[src/rtl/avmm_lvds_bridge_pkg.sv]
// Shared types for the Avalon-MM LVDS bridge: address width, burst count type,
// host arbiter FSM states and the read-ID FIFO entry.
package avmm_lvds_bridge_pkg;

    localparam int unsigned ADDR_W    = 24;
    localparam int unsigned MAX_BURST = 16;
    localparam int unsigned BURST_W   = $clog2(MAX_BURST) + 1;
    // Wide enough for the largest supported host count (8).
    localparam int unsigned HOST_ID_W = 3;

    typedef logic [BURST_W-1:0]   burstcnt_t;
    typedef logic [HOST_ID_W-1:0] host_id_t;

    typedef enum logic [1:0] {
        IDLE   = 2'd0,
        CMD    = 2'd1,
        WBURST = 2'd2
    } arb_state_e;

    // One in-flight read: who issued it and how many beats it still owes.
    typedef struct packed {
        host_id_t  id;
        burstcnt_t beats;
    } id_entry_t;

    // A burstcount of zero behaves as a single beat.
    function automatic burstcnt_t norm_burst(input burstcnt_t bc);
        return (bc == '0) ? burstcnt_t'(1) : bc;
    endfunction

endpackage

[src/rtl/avmm_arb_id_fifo.sv]
// Synchronous FIFO holding {host id, beat count} for each outstanding read.
// DEPTH must be a power of two and at least 2.
module avmm_arb_id_fifo
    import avmm_lvds_bridge_pkg::*;
#(
    parameter int unsigned DEPTH = 8
) (
    input  logic      clk,
    input  logic      rst_n,
    input  logic      i_push,
    input  id_entry_t i_wdata,
    input  logic      i_pop,
    output id_entry_t o_rdata,
    output logic      o_full,
    output logic      o_empty
);

    localparam int unsigned PTR_W = $clog2(DEPTH);

    id_entry_t        r_mem [DEPTH];
    logic [PTR_W:0]   r_wptr;
    logic [PTR_W:0]   r_rptr;
    logic             w_push_ok;
    logic             w_pop_ok;

    // Extra pointer MSB distinguishes full from empty.
    always_comb begin
        o_empty   = (r_wptr == r_rptr);
        o_full    = (r_wptr[PTR_W] != r_rptr[PTR_W]) &&
                    (r_wptr[PTR_W-1:0] == r_rptr[PTR_W-1:0]);
        w_pop_ok  = i_pop && !o_empty;
        w_push_ok = i_push && (!o_full || w_pop_ok);
        o_rdata   = r_mem[r_rptr[PTR_W-1:0]];
    end

    // Pointer update; push and pop together leave occupancy unchanged.
    always_ff @(posedge clk or negedge rst_n) begin
        if (!rst_n) begin
            r_wptr <= '0;
            r_rptr <= '0;
        end else begin
            if (w_push_ok) r_wptr <= r_wptr + 1'b1;
            if (w_pop_ok)  r_rptr <= r_rptr + 1'b1;
        end
    end

    // Storage write; contents are don't-care while empty so no reset.
    always_ff @(posedge clk) begin
        if (w_push_ok) r_mem[r_wptr[PTR_W-1:0]] <= i_wdata;
    end

endmodule

[src/rtl/avmm_host_arbiter.sv]
// Avalon-MM arbiter: N_HOSTS hosts share one bridge port. Grants are
// registered, write bursts lock the grant, and read responses are routed
// back through an in-order ID FIFO.
// Define AVMM_ARB_FIXED_PRIO_EN for fixed priority (lowest index wins);
// otherwise arbitration is round-robin after the last-granted host.
module avmm_host_arbiter
    import avmm_lvds_bridge_pkg::*;
#(
    parameter int unsigned N_HOSTS     = 2,
    parameter int unsigned OUTST_DEPTH = 8
) (
    input  logic                            clk,
    input  logic                            rst_n,
    input  logic [N_HOSTS-1:0][ADDR_W-1:0]  h_address,
    input  logic [N_HOSTS-1:0]              h_read,
    input  logic [N_HOSTS-1:0]              h_write,
    input  burstcnt_t [N_HOSTS-1:0]         h_burstcount,
    input  logic [N_HOSTS-1:0][3:0]         h_byteenable,
    input  logic [N_HOSTS-1:0][31:0]        h_writedata,
    output logic [N_HOSTS-1:0]              h_waitrequest,
    output logic [31:0]                     h_readdata,
    output logic [N_HOSTS-1:0]              h_readdatavalid,
    output logic [ADDR_W-1:0]               m_address,
    output logic                            m_read,
    output logic                            m_write,
    output burstcnt_t                       m_burstcount,
    output logic [3:0]                      m_byteenable,
    output logic [31:0]                     m_writedata,
    input  logic                            m_waitrequest,
    input  logic [31:0]                     m_readdata,
    input  logic                            m_readdatavalid,
    output logic                            err_orphan
);

    arb_state_e          r_state;
    arb_state_e          w_state_nxt;
    host_id_t            r_grant;
    host_id_t            w_grant_nxt;
    burstcnt_t           r_beat_cnt;
    burstcnt_t           w_beat_cnt_nxt;
    burstcnt_t           r_head_done;
    logic                r_err_orphan;

    logic [N_HOSTS-1:0]  w_req;
    logic                w_any_req;
    host_id_t            w_winner;

    logic [ADDR_W-1:0]   w_g_address;
    logic                w_g_read;
    logic                w_g_write;
    burstcnt_t           w_g_burstcount;
    burstcnt_t           w_g_beats;
    logic [3:0]          w_g_byteenable;
    logic [31:0]         w_g_writedata;

    logic                w_active;
    logic                w_rd_acc;
    logic                w_wr_acc;

    logic                w_fifo_full;
    logic                w_fifo_empty;
    id_entry_t           w_fifo_wdata;
    id_entry_t           w_head;
    logic                w_rsp_hit;
    logic                w_pop;

    // Eligible requesters: reads only while the ID FIFO has room.
    always_comb begin
        w_req     = h_write | (h_read & {N_HOSTS{!w_fifo_full}});
        w_any_req = |w_req;
    end

`ifdef AVMM_ARB_FIXED_PRIO_EN
    // Fixed priority: scan downwards so the lowest requesting index wins.
    always_comb begin
        w_winner = '0;
        for (int i = int'(N_HOSTS) - 1; i >= 0; i--) begin
            if (w_req[i]) w_winner = host_id_t'(i);
        end
    end
`else
    host_id_t   r_rr_ptr;
    logic [3:0] w_dist;
    logic [3:0] w_best;

    // Round-robin: pick the requester closest after the last-granted host.
    always_comb begin
        w_winner = '0;
        w_best   = 4'hF;
        w_dist   = '0;
        for (int i = 0; i < int'(N_HOSTS); i++) begin
            w_dist = 4'((i + int'(N_HOSTS) - 1 - int'(r_rr_ptr)) % int'(N_HOSTS));
            if (w_req[i] && (w_dist < w_best)) begin
                w_best   = w_dist;
                w_winner = host_id_t'(i);
            end
        end
    end

    // Last-granted pointer; reset value makes host 0 the first choice.
    always_ff @(posedge clk or negedge rst_n) begin
        if (!rst_n) begin
            r_rr_ptr <= host_id_t'(N_HOSTS - 1);
        end else if ((r_state == IDLE) && w_any_req) begin
            r_rr_ptr <= w_winner;
        end
    end
`endif

    // Mux the granted host's command onto internal wires.
    always_comb begin
        w_g_address    = '0;
        w_g_read       = 1'b0;
        w_g_write      = 1'b0;
        w_g_burstcount = '0;
        w_g_byteenable = '0;
        w_g_writedata  = '0;
        for (int i = 0; i < int'(N_HOSTS); i++) begin
            if (r_grant == host_id_t'(i)) begin
                w_g_address    = h_address[i];
                w_g_read       = h_read[i];
                w_g_write      = h_write[i];
                w_g_burstcount = h_burstcount[i];
                w_g_byteenable = h_byteenable[i];
                w_g_writedata  = h_writedata[i];
            end
        end
        w_g_beats = norm_burst(w_g_burstcount);
    end

    // Bridge-side command and per-host stall; reads never issue mid write burst.
    always_comb begin
        w_active      = (r_state == CMD) || (r_state == WBURST);
        m_address     = w_g_address;
        m_burstcount  = w_g_burstcount;
        m_byteenable  = w_g_byteenable;
        m_writedata   = w_g_writedata;
        m_read        = (r_state == CMD) && w_g_read;
        m_write       = w_active && w_g_write;
        w_rd_acc      = m_read && !m_waitrequest;
        w_wr_acc      = m_write && !m_waitrequest;
        h_waitrequest = '1;
        for (int i = 0; i < int'(N_HOSTS); i++) begin
            if (w_active && (r_grant == host_id_t'(i))) h_waitrequest[i] = m_waitrequest;
        end
    end

    // Arbiter FSM next-state.
    always_comb begin
        w_state_nxt    = r_state;
        w_grant_nxt    = r_grant;
        w_beat_cnt_nxt = r_beat_cnt;
        unique case (r_state)
            IDLE: begin
                if (w_any_req) begin
                    w_state_nxt = CMD;
                    w_grant_nxt = w_winner;
                end
            end
            CMD: begin
                if (w_rd_acc) begin
                    w_state_nxt = IDLE;
                end else if (w_wr_acc) begin
                    if (w_g_beats > burstcnt_t'(1)) begin
                        w_state_nxt    = WBURST;
                        w_beat_cnt_nxt = w_g_beats - burstcnt_t'(1);
                    end else begin
                        w_state_nxt = IDLE;
                    end
                end else if (!w_g_read && !w_g_write) begin
                    // Host withdrew its request; free the port.
                    w_state_nxt = IDLE;
                end
            end
            WBURST: begin
                if (w_wr_acc) begin
                    w_beat_cnt_nxt = r_beat_cnt - burstcnt_t'(1);
                    if (r_beat_cnt == burstcnt_t'(1)) w_state_nxt = IDLE;
                end
            end
            default: w_state_nxt = IDLE;
        endcase
    end

    // FSM, grant and write-burst counter registers.
    always_ff @(posedge clk or negedge rst_n) begin
        if (!rst_n) begin
            r_state    <= IDLE;
            r_grant    <= '0;
            r_beat_cnt <= '0;
        end else begin
            r_state    <= w_state_nxt;
            r_grant    <= w_grant_nxt;
            r_beat_cnt <= w_beat_cnt_nxt;
        end
    end

    assign w_fifo_wdata = '{id: r_grant, beats: w_g_beats};

    avmm_arb_id_fifo #(
        .DEPTH (OUTST_DEPTH)
    ) u_id_fifo (
        .clk     (clk),
        .rst_n   (rst_n),
        .i_push  (w_rd_acc),
        .i_wdata (w_fifo_wdata),
        .i_pop   (w_pop),
        .o_rdata (w_head),
        .o_full  (w_fifo_full),
        .o_empty (w_fifo_empty)
    );

    // Route response beats to the host at the FIFO head; pop on its last beat.
    always_comb begin
        w_rsp_hit  = m_readdatavalid && !w_fifo_empty;
        w_pop      = w_rsp_hit && ((r_head_done + burstcnt_t'(1)) == w_head.beats);
        h_readdata = m_readdata;
        for (int i = 0; i < int'(N_HOSTS); i++) begin
            h_readdatavalid[i] = w_rsp_hit && (w_head.id == host_id_t'(i));
        end
        err_orphan = r_err_orphan;
    end

    // Beats delivered for the head read, and the sticky orphan flag.
    always_ff @(posedge clk or negedge rst_n) begin
        if (!rst_n) begin
            r_head_done  <= '0;
            r_err_orphan <= 1'b0;
        end else begin
            if (w_pop) begin
                r_head_done <= '0;
            end else if (w_rsp_hit) begin
                r_head_done <= r_head_done + burstcnt_t'(1);
            end
            if (m_readdatavalid && w_fifo_empty) r_err_orphan <= 1'b1;
        end
    end

endmodule

[config.mk]
export PLATFORM = sky130hd
export DESIGN_NAME = avmm_host_arbiter
export DESIGN_NICKNAME = d
export VERILOG_FILES = /design/src/rtl/avmm_lvds_bridge_pkg.sv /design/src/rtl/avmm_arb_id_fifo.sv /design/src/rtl/avmm_host_arbiter.sv
export SDC_FILE = /design/constraint.sdc
export NUM_CORES = 1
export LEC_CHECK = 0
export CAP_MARGIN = 20
export CORE_UTILIZATION = 44
export DETAILED_ROUTE_END_ITERATION = 10
export GPL_ROUTABILITY_DRIVEN = 0
export MAX_ROUTING_LAYER = met4
export PLACE_DENSITY = 0.9
export RECOVER_POWER = 25
export SLEW_MARGIN = 20
export SYNTH_ARGS = -nofsm -noshare
export SYNTH_HDL_FRONTEND = slang
export SYNTH_HIERARCHICAL = 1
export SYNTH_SLANG_ARGS = --single-unit
[constraint.sdc]
create_clock -name clk -period 6.05 [get_ports clk]
set_clock_uncertainty 0.05 [all_clocks]
set_input_delay 1.21 -clock clk [delete_from_list [all_inputs] [get_ports clk]]
set_output_delay 1.21 -clock clk [all_outputs]
set_load 0.005 [all_outputs]
==> key figures <==
Routing
  – Vias after detailed routing: about 4000
  – Antenna-violating nets left: 0
  – Routed vias/inst: around 5.4
  – WL/cell: 20.5 microns
  – DRT Wirelength: 15100 microns
  – DR iter-0 viols: about 300
  – Drt pass-1 iters: 7
  – Number of remaining DRC errors: 0

Timing
  – Fmax: between 200 and 250 MHz
  – Setup violators final: 0
  – Post-route worst setup slack: between 1.5 and 2 ns
  – Fin Setup TNS: 0 ns
  – Hold Vio Cnt, Final: 0
  – Worst-margin pin slew: roughly 1.3 ns
  – Minimum clock period: 4.47 ns
  – Worst rel slew slack: 13.4%
  – Final Cycle Share: about three quarters
  – RSZ-0062 raised after global routing: no
  – Slew Viols, Final: 0

Clocking
  – Buffer count from post-CTS setup fixing: 0
  – Clock root buffer: clkbuf_16
  – H-tree levels: 3
  – Total CTS buffers: 9
  – Gates resized, CTS repair: 0
  – CTS Sinks: 87
  – Reg clk slew, reported paths: approximately 0.060 ns
  – Clk Latency, worst-skew pair: about 0.33 ns
  – TritonCTS clock tree: yes
  – Max clock buf depth: 2
  – Hold-fix buffers, CTS: 0

GRT
  – Initial antenna violation count: 0
  – First-pass GRT wire length: ~22000 microns
  – Met3 usage: between 5 and 6%
  – GRT Overall Usage: 24.8%
  – Total gr overflow: 0
  – Largest net degree at the start of global routing: 89
  – Met2 GRT Util: 40.6%
  – Vias in the first global route: ~4000
  – Grt met1 use: roughly 31%
  – Layer with the highest usage: met2

Power and ir drop
  – P_int: 1960 uW
  – Combinational power share: ~44%
  – Total leakage power: roughly 0.0028 uW
  – Sw Share: 32.1%
  – Clock share of power: a little over a fifth
  – Reg power frac: between 30% and 40%
  – Maximum VDD drop: approximately 0.35 mV
  – Pwr dens: between 300 and 400 nW/um^2
  – P_sw: about 930 uW

Run
  – Number of max-cap violations: 0

Final layout
  – Layout area overhead: 43.4%
  – Commonest non-fill, non-tap cells in the layout: 204 x clkdlybuf4s50_1, 68 x mux2_2, 64 x edfxtp_1
  – Final nets: between 700 and 800
  – Inserted Diodes: 0
  – Most common cell after layout, fill and taps aside: clkdlybuf4s50_1
  – Share of cells above drive strength 1: 20.2%

Synth
  – Synth top area cells: edfxtp_1 36%, mux2_2 15%, dfrtp_1 10%, buf_4 4.5%, mux4_1 3.9%
  – Number of enable flip-flop cells after synthesis: 64
  – Area leader, netlist: edfxtp_1
  – Number of distinct library cells after synthesis: between 60 and 70
  – Post-Syn Instances: 400
  – Top-area cell type share of the netlist area: between 30% and 40%
  – Syn Area/Cell: 13.4 sq um
  – Top_reg_cell synth: edfxtp_1
  – Synthesized flop and latch total: 87
  – Seq/Total Area, Yosys: a little under half
  – Synth warnings: 6
  – Area of the mapped netlist: between 5000 and 6000 sq um
  – Ys async rst share: about a quarter

Outcome
  – Outcome: finished clean

Floorplanning
  – Rows: 40
  – Die Width: between 100 and 150 microns
  – Initial Util: between 40 and 50%
  – Core area: ~12000 sq um
  – Vert. Die Dim: roughly 110 microns
  – Area of the die: 12700 sq um
  – Io pins: roughly 270

Place
  – DP HPWL: between 10000 and 15000 microns
  – Pre-CTS setup slack: between 1.5 and 2 ns
  – Number of port buffers: roughly 210

Critical path
  – Critical Path AT: approximately 3.2 ns
  – WS Path Type: reg -> out
  – Crit end category: output port
  – Crit path launch type: register
  – WP data required: 4.79 ns
  – Max FO, Critical Path: 20

Min path
  – HP Class: reg -> reg
==> power groups by stage <==
stage | combinational, uW | clock [uW] | sequential, uW
floorplan | 934 | 0 | 826
global placement | 1240 | 0 | 987
detailed placement | 1270 | 0 | 1000
CTS | 1290 | 633 | 994
global route | 1360 | 655 | 1020
finish | 1280 | 623 | 993
==> final timing paths <==
path                                     start                    end  slack (ns)  depth (start not counted)
setup reg to reg           u_id_fifo/r_rptr[1]  u_id_fifo/r_mem[7][2]        2.15                          9
hold reg to reg                     err_orphan             err_orphan        0.41                          1
hold / removal                      err_orphan             err_orphan        0.41                          1
setup / recovery           u_id_fifo/r_rptr[1]     h_readdatavalid[1]        1.58                          6
max in group asynchronous                rst_n             r_grant[0]        3.92                          1
min in group asynchronous                rst_n         r_head_done[2]        1.09                          1
==> cell families (layout without fill, tap and decap cells) <==
kind of cell,count (synthesis),after routing,synth area share [%]
DFF,87,87,46.5
AOI/OAI and AO/OA,38,38,5.56
adders and majority gates,10,10,2.33
and+or+nand+nor,78,78,8.56
buffers and inverters,67,245,8.26
muxes,102,102,25.7
other,1,16,0.0697
xor gates and xnor gates,17,17,3.05
==> per-layer routing <==
metal,part of all wire [%],wire length [microns],vias to the layer above
li1,-,-,1843
met1,41,6270,1917
met2,51,7730,210
met3,6.6,996,26
met4,0.94,142,0
met5,0,0,-
==> final cells by class <==
class                   instances  area (sq um)
well taps                     147           184
clock buffers                   9           225
fillers                       852          4250
flip-flops and latches         87          2500
repair buffers                216          2140
inverters                      13          48.8
clock inverters                 7           120
multi-input cells             261          2490
==> synthesized netlist by cell type, drive strengths merged, types with 3 or more instances <==
| cell type | instances |
|---|---|
| o21ai | 10 |
| ha | 10 |
| mux4 | 16 |
| nand3 | 3 |
| or3 | 3 |
| mux2 | 82 |
| nand2 | 12 |
| nand4 | 3 |
| dfrtp | 22 |
| nand2b | 6 |
| o211ai | 3 |
| xnor2 | 15 |
| nor3 | 12 |
| nor3b | 3 |
| nor2 | 13 |
| edfxtp | 64 |
| inv | 13 |
| a21oi | 7 |
| nor2b | 8 |
| o311ai | 3 |
| nor4b | 4 |
| mux2i | 4 |
| nor4 | 6 |
| buf | 52 |
==> worst max-delay path, stage by stage (launching register included) <==
cell and delay (ns):
dfrtp_1 0.88, xnor2_1 0.15, nand3_1 0.49, nor2_1 0.17
nand2b_1 0.31, nor4b_1 0.32, clkdlybuf4s50_1 0.56
==> stage by stage <==
stage	hold WS [ns]	std cells	util, %	total power [uW]	instance area, sq um
2_1_floorplan	0.401	415	-	1760	5440
3_3_place_gp	0.390	724	61.6	2220	7370
3_5_place_dp	0.394	724	61.6	2280	7370
4_1_cts	0.408	740	64.5	2910	7720
5_1_grt	0.444	740	64.5	3030	7710
6_report	0.408	740	64.5	2890	7710
==> state kept, by name, summed over array words and instances, names as in the netlist <==
signal / count
err_orphan: 1
r_grant: 1
r_beat_cnt: 5
u_id_fifo/r_rptr: 4
r_head_done: 5
r_state: 2
u_id_fifo/r_mem: 64
u_id_fifo/r_wptr: 4
r_rr_ptr: 1
(Power assumes the default switching activity.)
